$ cat src/rtl/alu_req_arbiter.sv
// Round-robin arbiter/sequencer sharing one 8-bit ALU among NUM_REQ requesters.
// Latches the winner's operation, drives the ALU, waits for done (with timeout) and returns the result.
module alu_req_arbiter #(
    parameter int unsigned NUM_REQ = 4,
    parameter int unsigned TIMEOUT = 64
) (
    input  logic                   clk,
    input  logic                   reset_n,
    input  logic [NUM_REQ-1:0]     req_valid,
    input  logic [8*NUM_REQ-1:0]   req_a,
    input  logic [8*NUM_REQ-1:0]   req_b,
    input  logic [2*NUM_REQ-1:0]   req_op,
    output logic [NUM_REQ-1:0]     req_ready,
    output logic [NUM_REQ-1:0]     resp_valid,
    output logic [15:0]            resp_result,
    output logic                   resp_error,
    output logic                   busy,
    output logic [7:0]             alu_a,
    output logic [7:0]             alu_b,
    output logic [1:0]             alu_op_sel,
    output logic                   alu_load,
    input  logic [15:0]            alu_result,
    input  logic                   alu_done
);

    localparam int unsigned IDX_W = (NUM_REQ > 1) ? $clog2(NUM_REQ) : 1;
    localparam int unsigned CW    = IDX_W + 1;
    localparam int unsigned TMR_W = (TIMEOUT > 1) ? $clog2(TIMEOUT) : 1;

    typedef enum logic [1:0] {S_IDLE, S_ISSUE, S_WAIT, S_RESP} state_e;

    state_e                 state_q;
    logic [IDX_W-1:0]       last_grant_q;
    logic [IDX_W-1:0]       owner_q;
    logic [TMR_W-1:0]       timer_q;
    logic [7:0]             alu_a_q;
    logic [7:0]             alu_b_q;
    logic [1:0]             alu_op_q;
    logic                   alu_load_q;
    logic [NUM_REQ-1:0]     resp_valid_q;
    logic [15:0]            resp_result_q;
    logic                   resp_error_q;
    logic                   busy_q;

    logic [IDX_W-1:0]       grant_idx_c;
    logic [CW-1:0]          cand_c;
    logic                   any_req_c;
    logic [7:0]             win_a_c;
    logic [7:0]             win_b_c;
    logic [1:0]             win_op_c;
    logic                   div0_c;
    logic [NUM_REQ-1:0]     grant_oh_c;

    // Round-robin search: scan from last_grant+1 with wrap; the nearest valid requester wins.
    always_comb begin
        grant_idx_c = '0;
        cand_c      = '0;
        for (int k = NUM_REQ; k >= 1; k--) begin
            cand_c = CW'(last_grant_q) + CW'(k);
            if (cand_c >= CW'(NUM_REQ)) begin
                cand_c = cand_c - CW'(NUM_REQ);
            end
            if (req_valid[cand_c[IDX_W-1:0]]) begin
                grant_idx_c = cand_c[IDX_W-1:0];
            end
        end
    end

    assign any_req_c  = |req_valid;
    assign win_a_c    = req_a[8*grant_idx_c +: 8];
    assign win_b_c    = req_b[8*grant_idx_c +: 8];
    assign win_op_c   = req_op[2*grant_idx_c +: 2];
    assign div0_c     = (win_op_c == 2'b11) && (win_b_c == 8'd0);
    assign grant_oh_c = NUM_REQ'(1) << grant_idx_c;
    assign req_ready  = (state_q == S_IDLE && any_req_c) ? grant_oh_c : '0;

    always_ff @(posedge clk or negedge reset_n) begin
        if (!reset_n) begin
            state_q       <= S_IDLE;
            last_grant_q  <= IDX_W'(NUM_REQ - 1);
            owner_q       <= '0;
            timer_q       <= '0;
            alu_a_q       <= '0;
            alu_b_q       <= '0;
            alu_op_q      <= '0;
            alu_load_q    <= 1'b0;
            resp_valid_q  <= '0;
            resp_result_q <= '0;
            resp_error_q  <= 1'b0;
            busy_q        <= 1'b0;
        end else begin
            case (state_q)
                S_IDLE: begin
                    if (any_req_c) begin
                        owner_q  <= grant_idx_c;
                        alu_a_q  <= win_a_c;
                        alu_b_q  <= win_b_c;
                        alu_op_q <= win_op_c;
                        busy_q   <= 1'b1;
                        // Divide-by-zero bypasses the ALU and answers with an error next cycle
                        if (div0_c) begin
                            state_q       <= S_RESP;
                            resp_valid_q  <= grant_oh_c;
                            resp_result_q <= 16'hFFFF;
                            resp_error_q  <= 1'b1;
                        end else begin
                            state_q    <= S_ISSUE;
                            alu_load_q <= 1'b1;
                        end
                    end
                end
                S_ISSUE: begin
                    alu_load_q <= 1'b0;
                    timer_q    <= '0;
                    state_q    <= S_WAIT;
                end
                S_WAIT: begin
                    if (alu_done) begin
                        resp_result_q <= alu_result;
                        resp_error_q  <= 1'b0;
                        resp_valid_q  <= NUM_REQ'(1) << owner_q;
                        state_q       <= S_RESP;
                    end else if (timer_q == TMR_W'(TIMEOUT - 1)) begin
                        resp_result_q <= 16'hFFFF;
                        resp_error_q  <= 1'b1;
                        resp_valid_q  <= NUM_REQ'(1) << owner_q;
                        state_q       <= S_RESP;
                    end else begin
                        timer_q <= timer_q + TMR_W'(1);
                    end
                end
                S_RESP: begin
                    resp_valid_q <= '0;
                    last_grant_q <= owner_q;
                    busy_q       <= 1'b0;
                    state_q      <= S_IDLE;
                end
                default: begin
                    state_q <= S_IDLE;
                end
            endcase
        end
    end

    assign resp_valid  = resp_valid_q;
    assign resp_result = resp_result_q;
    assign resp_error  = resp_error_q;
    assign busy        = busy_q;
    assign alu_a       = alu_a_q;
    assign alu_b       = alu_b_q;
    assign alu_op_sel  = alu_op_q;
    assign alu_load    = alu_load_q;

endmodule

$ cat config.mk
export PLATFORM = sky130hd
export DESIGN_NAME = alu_req_arbiter
export DESIGN_NICKNAME = d
export VERILOG_FILES = /design/src/rtl/alu_req_arbiter.sv
export SDC_FILE = /design/constraint.sdc
export NUM_CORES = 1
export LEC_CHECK = 0
export CAP_MARGIN = 20
export CORE_MARGIN = 8
export CORE_UTILIZATION = 25
export CTS_CLUSTER_SIZE = 14
export DETAILED_ROUTE_END_ITERATION = 10
export SETUP_SLACK_MARGIN = 0.05
export SYNTH_ARGS = -nofsm -noshare
export SYNTH_HDL_FRONTEND = slang
export SYNTH_SLANG_ARGS = --single-unit
$ cat constraint.sdc
create_clock -name clk -period 2.88 [get_ports clk]
set_input_delay 0.576 -clock clk [delete_from_list [all_inputs] [get_ports clk]]
set_output_delay 0.576 -clock clk [all_outputs]
set_load 0.01 [all_outputs]
==> impl_metrics.csv <==
group,metric,value,unit
setup_path,path_max_fanout,4,
global_routing,grt_max_degree,39,
place,dp_hpwl,8970,um
place,gp_congestion,0.862,
finish,syn_to_final_growth,76.6,%
timing,fmax,352,MHz
timing,timing.slew.headroom,0.610,
routing,wirelength,11600,um
timing,setup_tns,0,ps
die,io_pins,140,
timing,period_share,0.985,
outcome,status,"finished clean",
power_and_ir_drop,seqPwrFrac,0.251,
power_and_ir_drop,internal_power,3140,uW
synth,synth-seq-cells,53,
synth,yosysTopAreaCell,"dfrtp_1",
setup_path,cp.required,3050,ps
finish,layout-drive-gt1-share,0.227,
timing,finalSetupViolCount,0,
synth,syn_area,3200,sq um
cts,cts_buffer_depth,2,
setup_path,cp-start-kind,"flip-flop",
setup_path,path_cells,"mux2i_1, a2bb2oi_2, buf_4, buf_4, a32o_1, o32ai_2, a311oi_1, buf_4, nand4_4, a211oi_4, buf_6, mux2_4",
setup_path,slowest_delay,590,ps
setup_path,slowest_stage,"dfstp_2",
hold_path,holdCritPathClass,"input pin to asynchronous set/reset pin",
die,core-area,12600,sq um
timing,finalCriticalPeriod,2840,ps
synth,async_flop_share,1.00,
synth,synth_fp_nets,486,
power_and_ir_drop,power,5170,uW
place,dpl_cell_area,5100,sq um
setup_path,end_kind,"flip-flop",
timing,slew_violations,0,
setup_path,worstSetupPathDepth,12,
power_and_ir_drop,vdd_drop_max,0.324,mV
setup_path,critPathLaunch,"last_grant_q[1]",
global_routing,grt_pass1_vias,3719,
die,die_w,129,um
flow_run,drv_cap,0,
global_routing,grt_use_total,0.134,
cts,cts_inserted_buffers,5,
setup_path,r2r_slack,40,ps
power_and_ir_drop,clkPwrFrac,0.120,
die,start_util,0.254,
routing,avgRoutedWirePerCell,15.4,um
setup_path,timing.critical_path.mode_cell,"buf_4",
setup_path,r2r_end,"resp_valid[2]",
cts,cts_num_sinks,53,
die,fp.dieH,129,um
routing,antenna_left,0,
place,numPortBuffers,139,
global_routing,grt_overflow,0,
routing,drc,0,
synth,yosysTopAreaCellShare,0.399,
finish,stdcell_area,5650,sq um
synth,synth-seq-area-share,0.415,
power_and_ir_drop,pwr-share-comb,0.629,
cts,h-tree-depth,2,
die,die-area,16700,sq um
die,row_count,41,
setup_path,crit_path_end,"resp_valid[2]",
routing,drt_iter0_markers,125,
timing,worst_pin_slew,583,ps
setup_path,reg2reg_from,"last_grant_q[1]",
synth,synth_cell_types,53,
place,dpl_worst_slack,-597,ps
finish,n_antenna_cell,0,
synth,synth_top_flop_cell,"dfrtp_1",
cts,clk_pin_slew,80,ps
finish,nNetsFinal,681,
timing,skew,7.34,ps
power_and_ir_drop,powerDensity,916,nW/um^2
global_routing,grt_pass1_wl,18100,um
routing,drt-pass1-iter-count,4,
setup_path,ff2ff_path_depth,12,
timing,finalHoldViolations,0,
synth,avgSynthCellArea,8.29,sq um
timing,setup_ws,42.7,ps
finish,utilization,0.449,
setup_path,cp_data_arrival_time,3010,ps
synth,synthCells,386,
timing,rsz0062_at_grt,"yes",
power_and_ir_drop,p_leak,0.00251,uW
synth,synth_edf_count,0,
setup_path,critPathKind,"flip-flop to flip-flop",
power_and_ir_drop,power_switching_share,0.393,
cts,worst_skew_pair.late_latency,290,ps
cts,root_buffer,"clkbuf_16",
setup_path,cp_top_family,"compound AO/OA/AOI/OAI gates",
global_routing,antenna_found_initial,0,
power_and_ir_drop,p_switching,2030,uW
synth,yosysWarningCount,0,
synth,synth_common_cells,"85 x nand2_1, 51 x dfrtp_1, 43 x nand3_1",
routing,vias_per_cell,4.58,
synth,yosysMostFrequentCell,"nand2_1",
synth,netlist_top_cells_area,"dfrtp_1 40%, nand2_1 10%, nand3_1 6.7%",
routing,vias,3454,
cts,cts_tree,"yes",
setup_path,cp_num_buf_inv,4,
-- timing repair --
| item | CTS | global route |
|---|---|---|
| pin swaps | 10 | 17 |
| cloned | 2 | 2 |
| gates resized for setup | 46 | 39 |
| endpoints found under the setup margin | 27 | 27 |
| setup buffers | 6 | 11 |
| hold buffers | 0 | 0 |
-- through the flow --
| stage | std cells | hold slack (ps) |
|---|---|---|
| 2_1_floorplan | 386 | 280 |
| 3_3_place_gp | 725 | 460 |
| 3_5_place_dp | 725 | 469 |
| 4_1_cts | 741 | 199 |
| 5_1_grt | 754 | 208 |
| 6_report | 754 | 185 |
-- metal layers --
layer  global-route usage  wire length (um)
met3               0.0460               868
met2                0.234              5700
met1                0.152              4830
met5                    0                 0
met4               0.0408               202
-- cells in the final DEF, fill, tap and decap left out, types with 3 or more instances in the layout --
cell               n
o21ai_2            4
buf_2              3
ha_1               5
nor2_1            26
nand3_1           38
nand3_2            4
nand2_1           82
clkdlybuf4s50_1  131
nor3_1             6
or2_4              3
mux2_4             4
a311oi_1           3
o21ai_1            4
clkbuf_16          7
mux2i_1           17
mux2_2             3
o41ai_1            3
buf_12             4
buf_6              8
inv_1             22
o21ai_0           30
clkbuf_2           4
a21boi_1           4
nand2_4            3
a21o_1             3
dfrtp_1           51
buf_4             55
-- layout make-up --
class | instances | area [sq um]
inverter | 22 | 82.6
clock buffer | 5 | 125
clock inverter | 3 | 26.3
sequential | 53 | 1330
tap | 172 | 215
timing repair buffer | 208 | 1990
fill | 1208 | 6920
multi-input combinational | 291 | 1880
-- power groups by stage --
stage	clock network, uW	registers [uW]	logic, uW
2_1_floorplan	0	1390	1370
3_3_place_gp	0	1290	2830
3_5_place_dp	0	1300	2870
4_1_cts	649	1300	3020
5_1_grt	679	1340	3550
6_report	620	1300	3260
-- worst min path at each step --
| stage | startpoint | endpoint | slack [ps] | cells after the start |
|---|---|---|---|---|
| after floorplan | reset_n | alu_a[0] | 280 | 0 |
| after global placement | alu_a[1] | alu_a[1] | 460 | 2 |
| after detailed placement | alu_a[1] | alu_a[1] | 470 | 2 |
| after CTS | reset_n | timer_q[3] | 200 | 1 |
| after global routing | reset_n | timer_q[3] | 210 | 1 |
| final | reset_n | resp_valid[1] | 190 | 1 |
-- state kept, by name, indices dropped and copies added (netlist names), 4 cells and up --
signal and flops:
timer_q 6, alu_b 8, resp_result 16, resp_valid 4, alu_a 8
-- kinds of logic (layout without fill, tap and decap cells) --
kind of cell | after synthesis | in the layout | synth area share
mux | 24 | 24 | 0.0825
compound gates | 77 | 78 | 0.168
buf+inv | 44 | 238 | 0.0567
xor+xnor | 3 | 3 | 0.00822
simple gates | 180 | 181 | 0.250
fa+ha+maj | 5 | 5 | 0.0196
flops | 53 | 53 | 0.415
No activity file was read; power rests on OpenSTA's default activity.
